### config.mk
export PLATFORM = sky130hd
export DESIGN_NAME = alu_seq
export DESIGN_NICKNAME = d
export VERILOG_FILES = /design/src/rtl/alu_seq_pkg.sv /design/src/rtl/alu_seq_muldiv.sv /design/src/rtl/alu_seq.sv
export SDC_FILE = /design/constraint.sdc
export NUM_CORES = 1
export LEC_CHECK = 0
export CORE_AREA = 2 2 142 144
export CTS_CLUSTER_SIZE = 25
export DETAILED_ROUTE_END_ITERATION = 16
export DIE_AREA = 0 0 144 146
export PLACE_DENSITY = 0.75
export SLEW_MARGIN = 40
export SYNTH_ARGS = -nofsm -noshare
export SYNTH_HDL_FRONTEND = slang
export SYNTH_SLANG_ARGS = --single-unit
### constraint.sdc
create_clock -name clk -period 3.6 [get_ports clk]
set_clock_uncertainty 0.2 [all_clocks]
set_input_delay 0.54 -clock clk [delete_from_list [all_inputs] [get_ports clk]]
set_output_delay 0.54 -clock clk [all_outputs]
set_load 0.01 [all_outputs]
### src/rtl/alu_seq_pkg.sv
// Shared op codes, FSM state encoding and engine mode for the handshaked sequential ALU.
package alu_seq_pkg;

  localparam logic [3:0] OP_ADD  = 4'd0;
  localparam logic [3:0] OP_SUB  = 4'd1;
  localparam logic [3:0] OP_XOR  = 4'd2;
  localparam logic [3:0] OP_ANDN = 4'd3;
  localparam logic [3:0] OP_ROL  = 4'd4;
  localparam logic [3:0] OP_SLL  = 4'd5;
  localparam logic [3:0] OP_ROR  = 4'd6;
  localparam logic [3:0] OP_SRL  = 4'd7;
  localparam logic [3:0] OP_SEQ  = 4'd8;
  localparam logic [3:0] OP_SLT  = 4'd9;
  localparam logic [3:0] OP_SLE  = 4'd10;
  localparam logic [3:0] OP_SCO  = 4'd11;
  localparam logic [3:0] OP_MUL  = 4'd12;
  localparam logic [3:0] OP_DIVU = 4'd13;

  typedef enum logic [1:0] {
    ST_IDLE = 2'd0,
    ST_ITER = 2'd1,
    ST_DONE = 2'd2
  } state_t;

  typedef enum logic {
    MD_MUL = 1'b0,
    MD_DIV = 1'b1
  } md_mode_t;

  function automatic logic is_multi(input logic [3:0] op);
    return (op == OP_MUL) || (op == OP_DIVU);
  endfunction

endpackage

### src/rtl/alu_seq_muldiv.sv
// Iterative unsigned engine: shift-add multiply or restoring divide, one bit per cycle.
// lo/hi present the result of the final step combinationally in the cycle done is high.
module alu_seq_muldiv
  import alu_seq_pkg::*;
#(
  parameter int WIDTH = 16
) (
  input  logic             clk,
  input  logic             rst_n,
  input  logic             start,
  input  md_mode_t         mode,
  input  logic [WIDTH-1:0] a,
  input  logic [WIDTH-1:0] b,
  output logic             done,
  output logic [WIDTH-1:0] lo,
  output logic [WIDTH-1:0] hi
);

  localparam int CW = $clog2(WIDTH);

  // hi_reg/lo_reg form one double-width shift register: accumulator:multiplier
  // for MUL, partial remainder:dividend-becoming-quotient for DIVU.
  logic [WIDTH-1:0] hi_reg, lo_reg, opnd_reg;
  logic [WIDTH-1:0] hi_next, lo_next;
  logic [CW-1:0]    cnt_reg;
  logic             busy_reg;
  md_mode_t         mode_reg;

  logic [WIDTH:0]   mul_sum;
  logic [WIDTH:0]   div_shift;
  logic [WIDTH:0]   div_diff;
  logic             div_ge;

  always_comb begin
    mul_sum   = {1'b0, hi_reg} + (lo_reg[0] ? {1'b0, opnd_reg} : {(WIDTH+1){1'b0}});
    div_shift = {hi_reg, lo_reg[WIDTH-1]};
    div_diff  = div_shift - {1'b0, opnd_reg};
    div_ge    = (div_shift >= {1'b0, opnd_reg});
    if (mode_reg == MD_MUL) begin
      hi_next = mul_sum[WIDTH:1];
      lo_next = {mul_sum[0], lo_reg[WIDTH-1:1]};
    end else begin
      hi_next = div_ge ? div_diff[WIDTH-1:0] : div_shift[WIDTH-1:0];
      lo_next = {lo_reg[WIDTH-2:0], div_ge};
    end
  end

  assign done = busy_reg && (cnt_reg == CW'(WIDTH - 1));
  assign lo   = lo_next;
  assign hi   = hi_next;

  always_ff @(posedge clk) begin
    if (!rst_n) begin
      busy_reg <= 1'b0;
      cnt_reg  <= '0;
      hi_reg   <= '0;
      lo_reg   <= '0;
      opnd_reg <= '0;
      mode_reg <= MD_MUL;
    end else if (start) begin
      busy_reg <= 1'b1;
      cnt_reg  <= '0;
      mode_reg <= mode;
      hi_reg   <= '0;
      lo_reg   <= (mode == MD_MUL) ? b : a;
      opnd_reg <= (mode == MD_MUL) ? a : b;
    end else if (busy_reg) begin
      hi_reg  <= hi_next;
      lo_reg  <= lo_next;
      cnt_reg <= cnt_reg + 1'b1;
      if (done) begin
        busy_reg <= 1'b0;
      end
    end
  end

endmodule

### src/rtl/alu_seq.sv
// Handshaked EX-stage ALU: single-cycle ops registered directly, MUL/DIVU through the
// iterative engine. One operation in flight; result held until the consumer takes it.
module alu_seq
  import alu_seq_pkg::*;
#(
  parameter int WIDTH = 16,
  parameter int SH_W  = $clog2(WIDTH)
) (
  input  logic             clk,
  input  logic             rst_n,
  input  logic             in_valid,
  output logic             in_ready,
  input  logic [3:0]       op,
  input  logic [WIDTH-1:0] a,
  input  logic [WIDTH-1:0] b,
  output logic             out_valid,
  input  logic             out_ready,
  output logic [WIDTH-1:0] res,
  output logic [WIDTH-1:0] res_hi,
  output logic             dz
);

  state_t           state_reg, state_next;
  logic [WIDTH-1:0] res_reg, res_next;
  logic [WIDTH-1:0] res_hi_reg, res_hi_next;
  logic             dz_reg, dz_next;

  logic             accept;
  logic             md_start;
  md_mode_t         md_mode;
  logic             md_done;
  logic [WIDTH-1:0] md_lo, md_hi;

  logic [SH_W-1:0]    sh;
  logic [WIDTH:0]     add_full;
  logic [2*WIDTH-1:0] rol_wide, ror_wide;
  logic [WIDTH-1:0]   alu_res;

  assign in_ready  = (state_reg == ST_IDLE);
  assign out_valid = (state_reg == ST_DONE);
  assign res       = res_reg;
  assign res_hi    = res_hi_reg;
  assign dz        = dz_reg;
  assign accept    = in_valid && (state_reg == ST_IDLE);
  assign md_mode   = (op == OP_DIVU) ? MD_DIV : MD_MUL;

  // Rotates come from shifting a doubled copy of a and keeping one half.
  always_comb begin
    sh       = b[SH_W-1:0];
    add_full = {1'b0, a} + {1'b0, b};
    rol_wide = {a, a} << sh;
    ror_wide = {a, a} >> sh;
    alu_res  = '0;
    case (op)
      OP_SUB:  alu_res = b - a;
      OP_XOR:  alu_res = a ^ b;
      OP_ANDN: alu_res = a & ~b;
      OP_ROL:  alu_res = rol_wide[2*WIDTH-1:WIDTH];
      OP_SLL:  alu_res = a << sh;
      OP_ROR:  alu_res = ror_wide[WIDTH-1:0];
      OP_SRL:  alu_res = a >> sh;
      OP_SEQ:  alu_res[0] = (a == b);
      OP_SLT:  alu_res[0] = ($signed(a) < $signed(b));
      OP_SLE:  alu_res[0] = ($signed(a) <= $signed(b));
      OP_SCO:  alu_res[0] = add_full[WIDTH];
      default: alu_res = add_full[WIDTH-1:0];
    endcase
  end

  always_comb begin
    state_next  = state_reg;
    res_next    = res_reg;
    res_hi_next = res_hi_reg;
    dz_next     = dz_reg;
    md_start    = 1'b0;
    case (state_reg)
      ST_IDLE: begin
        if (accept) begin
          dz_next = 1'b0;
          if (is_multi(op)) begin
            if ((op == OP_DIVU) && (b == '0)) begin
              res_next    = '1;
              res_hi_next = a;
              dz_next     = 1'b1;
              state_next  = ST_DONE;
            end else begin
              md_start   = 1'b1;
              state_next = ST_ITER;
            end
          end else begin
            res_next    = alu_res;
            res_hi_next = '0;
            state_next  = ST_DONE;
          end
        end
      end
      ST_ITER: begin
        if (md_done) begin
          res_next    = md_lo;
          res_hi_next = md_hi;
          state_next  = ST_DONE;
        end
      end
      ST_DONE: begin
        if (out_ready) begin
          state_next = ST_IDLE;
        end
      end
      default: state_next = ST_IDLE;
    endcase
  end

  always_ff @(posedge clk) begin
    if (!rst_n) begin
      state_reg  <= ST_IDLE;
      res_reg    <= '0;
      res_hi_reg <= '0;
      dz_reg     <= 1'b0;
    end else begin
      state_reg  <= state_next;
      res_reg    <= res_next;
      res_hi_reg <= res_hi_next;
      dz_reg     <= dz_next;
    end
  end

  alu_seq_muldiv #(
    .WIDTH (WIDTH)
  ) u_muldiv (
    .clk   (clk),
    .rst_n (rst_n),
    .start (md_start),
    .mode  (md_mode),
    .a     (a),
    .b     (b),
    .done  (md_done),
    .lo    (md_lo),
    .hi    (md_hi)
  );

endmodule

After elaboration in Yosys (flattened, before gate mapping)
Cells that the tools add are included.
{"block": "word_totals", "memories": 0, "latch_bits": 0, "elab_cells": 96, "out_inout_bits": 35, "in_bits": 40, "romBits": 0, "ff_bits": 89, "ramBits": 0}
{"block": "op_classes", "n_mul": 0, "muxes": 36, "div": 0, "reduce_logical": 13, "add_sub_neg": 5, "n_bitwise": 4, "shift": 4, "n_eq_ne": 21, "n_lt_le_gt_ge": 3}
{"operator": "16-bit 2-to-1 mux", "count": 16}
{"operator": "15-bit case mux with 8 select lines", "count": 1}
{"operator": "16-bit case mux with 2 select lines", "count": 2}
{"operator": "16-bit by 16-bit adder with 17-bit output", "count": 2}
{"operator": "32-bit by 4-bit << shifter with 32-bit output", "count": 1}
{"operator": "32-bit by 4-bit right shift with 16-bit output", "count": 1}
{"operator": "16-bit subtractor", "count": 2}
{"operator": "4-bit == test, second input constant", "count": 7}
{"operator": "17-bit by 16-bit greater-or-equal comparator with 1-bit output", "count": 1}
{"operator": "16-bit bitwise AND", "count": 1}
{"operator": "16-bit == test", "count": 1}
{"operator": "4-bit by 3-bit == test with 1-bit output, second input constant", "count": 4}
{"operator": "16-bit <= comparator", "count": 1}
{"operator": "16-bit logical NOT", "count": 1}
{"operator": "16-bit less-than comparator", "count": 1}
{"operator": "16-bit NOT", "count": 1}
{"operator": "16-bit by 4-bit << shifter with 16-bit output", "count": 1}
{"operator": "16-bit by 4-bit right shift with 16-bit output", "count": 1}
{"operator": "16-bit bitwise XOR", "count": 1}
{"operator": "1-bit case mux with 11 select lines", "count": 1}
{"operator": "1-bit 2-to-1 mux", "count": 10}
{"operator": "2-bit 2-to-1 mux", "count": 5}
{"operator": "4-bit by 2-bit == test with 1-bit output, second input constant", "count": 2}
{"operator": "2-bit case mux with 3 select lines", "count": 1}
{"operator": "17 further kinds", "count": 21}

Longest topological paths before layout
{"block": "logic_depth", "ltp_word": 7, "ltp_mapped": 15, "depth_no_buf": 12}

Cells and area by module
A second synthesis with hierarchy kept.
{"block": "unflattened", "cells_unflattened": 1417, "area_unflattened_um2": 10836.6}
{"mod": "alu_seq", "area_per_inst_um2": 5975.7, "cells_each": 814, "seq_area_each_um2": 700.7, "instances": 1}
{"mod": "alu_seq_muldiv", "area_per_inst_um2": 4860.9, "cells_each": 603, "seq_area_each_um2": 1081.0, "instances": 1}

Worst setup path before layout
OpenSTA, ideal clock, no wires.
{"block": "synth_timing", "path_kind": "input to register", "from": "in b[0]", "to": "reg res_reg[14] (netlist: res[14])", "n_path_buf": 3, "t_arrival_ns": 3.654, "required_ns": 3.331, "stages": 15, "setup_ns": 0.069, "setup_slack_ns": -0.323, "cell_sequence": "buf_4 > inv_2 > buf_1 > buf_2 > ha_1 > inv_1 > fa_1 > a211oi_1 > o21ai_1 > a21oi_1 > nor3b_1 > o31ai_1 > a2111oi_0 > a2111oi_2 > o21ai_1"}
{"block": "synth_via", "elab_chain_len": 5, "elab_cells_between_ends": 14, "cone_classes": "2 x add/sub; 1 x eq/ne; 4 x shift; 4 x mux; 3 x reduce/logical"}
{"item": "from (decl)", "line_no": "alu_seq.sv:15", "rtl": "input logic [WIDTH-1:0] b,"}
{"item": "16-bit by 16-bit adder with 17-bit output, or another cell as far along", "line_no": "alu_seq.sv:50", "rtl": "add_full = {1'b0, a} + {1'b0, b};"}
{"item": "15-bit case mux with 8 select lines", "line_no": "alu_seq.sv:54", "rtl": "case (op)"}
{"item": "16-bit 2-to-1 mux", "line_no": "alu_seq.sv:80", "rtl": "if (is_multi(op)) begin"}
{"item": "16-bit 2-to-1 mux", "line_no": "alu_seq.sv:78", "rtl": "if (accept) begin"}
{"item": "16-bit case mux with 2 select lines", "line_no": "alu_seq.sv:76", "rtl": "case (state_reg)"}
{"item": "to (signal assigned)", "line_no": "alu_seq.sv:121", "rtl": "res_reg <= res_next;"}
{"item": "to (decl)", "line_no": "alu_seq.sv:24", "rtl": "logic [WIDTH-1:0] res_reg, res_next;"}
Several ways; a longest one is shown, not always the timed one. The select of a mux whose other input is x is not followed.
A chain may end at the register's enable or synchronous reset.

Worst setup path in the final report
{"block": "layout_timing", "from": "in b[7]", "to": "reg res_reg[9] (netlist: res[9])"}
{"block": "layout_via", "elab_chain_len": 5, "elab_cells_between_ends": 10, "cone_classes": "2 x add/sub; 1 x eq/ne; 4 x mux; 3 x reduce/logical"}
{"item": "16-bit by 16-bit adder with 17-bit output or 16-bit subtractor (tied branches)", "line_no": "alu_seq.sv:50, alu_seq.sv:55"}
{"item": "15-bit case mux with 8 select lines", "line_no": "alu_seq.sv:54"}
{"item": "16-bit 2-to-1 mux", "line_no": "alu_seq.sv:80"}
{"item": "16-bit 2-to-1 mux", "line_no": "alu_seq.sv:78"}
{"item": "16-bit case mux with 2 select lines", "line_no": "alu_seq.sv:76"}
Several ways; a longest one is shown, not always the timed one. The select of a mux whose other input is x is not followed.

==> metrics.txt <==
placed insts 1906; Layout area overhead 23.2%; crit path max-delay cell type a211oi_1; 1st-iter DRT viols 1631; # IOs 75; Worst Setup SP b[7]; largest net degree at the start of global routing 52; R2R Setup Slk 290 ps; via-per-instance ratio 6.71; Slew Viols, Final 0; TritonCTS buffer count 9; worst path cell trace clkdlybuf4s50_1 > buf_4 > nor4_1 > nand4_1 > o21ai_1 > buf_4 > a31oi_1 > nor2_2 > buf_4 > o211ai_1 > a211oi_1 > nor3_1; reg-to-reg critical path startpoint u_muldiv.opnd_reg[0]; Worst EP arrival ~3500 ps; fmax ~0.29 GHz; mux cell area share after synthesis 0.104; worst hold path class reg -> reg; final hold viol count 0; max incr delay on CP 570 ps; CTS root buf clkbuf_16; via count 12900; Post-Syn Instances around 1500; CP Depth 12; fin crit share 0.958; die height between 100 and 150 um; HPWL Detailed approximately 35000 um; cell family with most CP delay compound AO/OA/AOI/OAI gates; syn avg cell area 7.18 um2; simple logic cell fraction of the synthesized area 0.202; GRT Overall Usage 0.425; final worst setup slack 153 ps; RSZ-0062 raised after global routing false; Slew headroom 0.506; reg2reg path depth 12; IO Port Bufs 74; initial cell density of the core 0.556; antenna violations before repair 1; Mapped Area ~0.011 mm2; die area 0.0210 mm2; total power divided by cell area 293 mW/mm2; drt first pass iters 6; Sink Count 89; share of layout cells above drive strength 1 0.154; sequential area share after synthesis 0.166; Compound-Gate Fraction of Synth Area 0.330; Synth Area in Adders 0.105; Overflow after GRT 0; WS Path Type in -> reg; synthesized flop and latch total between 80 and 90; largest family of logic cells by synthesized area compound AO/OA/AOI/OAI gates; Crit. End Element flop; total power 3.88 mW; Post-Place Worst Slack -122 ps; CTS tree done; post-route insts no fill around 1900; CTS max path bufs 2; Post-synth EDFFs 0; startpoint types input pin; row count 51; async set or reset register ratio after synthesis 0; Buf/Inv on CP 4; synthesized net count 1624; Core ar. 0.0193 mm2; WL/cell 23.6 um; CP most frequent cell buf_4; ys flop type dfxtp_1; first-pass GRT wire length 68600 um; Post-CTS Setup Bufs 0; Max FO, Critical Path 7; Max Cap Viol 0; P_leak between 5 and 6 nW; DRC errors left 0; R2R Path End u_muldiv.hi_reg[15]; setup tns final 0 ps; clock slew at reported path FFs 70 ps; status complete, no violations; CTS H-tree lvls 3; Tightest Pin Transition around 740 ps; drt total wl approximately 45000 um; number of global-route vias before repair around 12000; Final Util 0.685; PostCTS Resize Cnt 0; Die Span X ~140 um; Post-Synth XOR/XNOR Area 0.0147; fillcell total 1736; Netlist cell types 84; final setup vio count 0; hold path depth 2; Worst Path Required approximately 3600 ps; Skew-Pair Late Insertion Delay about 360 ps; Max VDD drop about 0.26 mV; final worst path period need between 3000 and 4000 ps; CTS Hold Buffers Added 0; NumNets Final roughly 1800; end of the critical path res[9]; RePlAce Congestion 1.03; synth warn 0; Final ANT Viol Nets 0
## synthesized netlist by cell type (all sizes together) (19+ instances only)
| library cell | n | area share |
|---|---|---|
| inv | 83 | 0.029 |
| clkbuf | 93 | 0.032 |
| nand4 | 20 | 0.012 |
| a21oi | 155 | 0.072 |
| o21a | 26 | 0.018 |
| nand2 | 119 | 0.042 |
| o211ai | 24 | 0.017 |
| nand3 | 19 | 0.0089 |
| mux2i | 65 | 0.061 |
| o21ai | 98 | 0.046 |
| ha | 84 | 0.098 |
| a31oi | 25 | 0.015 |
| and2 | 23 | 0.013 |
| nor2 | 159 | 0.056 |
| buf | 29 | 0.017 |
| a211oi | 68 | 0.048 |
| dfxtp | 89 | 0.17 |
| nor3 | 29 | 0.014 |
## worst min path at each step
stage                                startpoint                    end  slack [ps]
after global placement                   res[3]                 res[3]         250
after global routing                    res[14]                res[14]         280
after detailed placement                 res[6]                 res[6]         240
after floorplan           u_muldiv.opnd_reg[10]  u_muldiv.opnd_reg[10]         260
after CTS                                res[6]                 res[6]         250
final                                    res[6]                 res[6]         260
## layout make-up
cell class,instances,area [um2],share of cell area
inverter,84,315,0.0238
timing repair buffer,267,2340,0.177
multi-input combinational,1201,8130,0.614
clock inverter,6,97.6,0.00737
clock buffer,10,229,0.0173
tap,265,332,0.0250
antenna,2,5.00,0.000378
sequential,89,1780,0.135
## placed cells by master (no fill, tap or decap), drive strengths merged, types with 8 or more instances in the layout
cell,netlist,final
xor2,8,8
and2,23,23
a211oi,68,68
o21a,26,26
a22oi,8,8
a2111oi,8,8
nand2,119,119
ha,84,84
nand4,20,20
o22ai,12,12
nor2,159,159
or2,9,9
nand3,19,19
o211ai,24,24
mux2i,65,65
or3,10,10
a31oi,25,25
a21o,18,18
nor4,11,11
clkdlybuf4s50,0,72
a21oi,155,155
o311ai,11,11
o221ai,8,8
dfxtp,89,89
o31ai,14,14
nor3,29,29
o21ai,98,98
nand2b,14,14
mux4,14,14
nor2b,18,18
a221oi,12,12
inv,83,86
clkbuf,93,10
and3,13,13
xnor2,10,10
mux2,13,13
buf,29,195
## cells by family after synthesis
logic type,count (synthesis)
buffers and inverters,206
muxes,92
and+or+nand+nor,461
DFF,89
AOI/OAI and AO/OA,542
xor gates and xnor gates,18
adders and majority gates,88
## power breakdown
group          switching (mW)  total [mW]  internal, mW
registers              0.0460        1.09          1.04
logic                   0.996        1.72         0.724
clock network           0.450        1.07         0.621
total                    1.49        3.88          2.38
## per-stage QoR
step | hold slack [ps] | area [um2]
after CTS | 253 | 13200
after floorplan | 256 | 10800
after global placement | 247 | 12900
after global routing | 277 | 13200
final | 258 | 13200
after detailed placement | 240 | 12900
## worst min-delay path, stage by stage (launching register included)
cell	delay (ps)
dfxtp_1	320
nand2_1	50
o21ai_1	50
## per-layer routing
metal,vias to the layer above,share of wire,GRT usage
li1,5837,-,-
met1,6001,0.40,0.582
met2,908,0.42,0.634
met3,159,0.12,0.0938
met4,0,0.056,0.197
met5,-,0,0
Power figures use the tool's default switching activity.
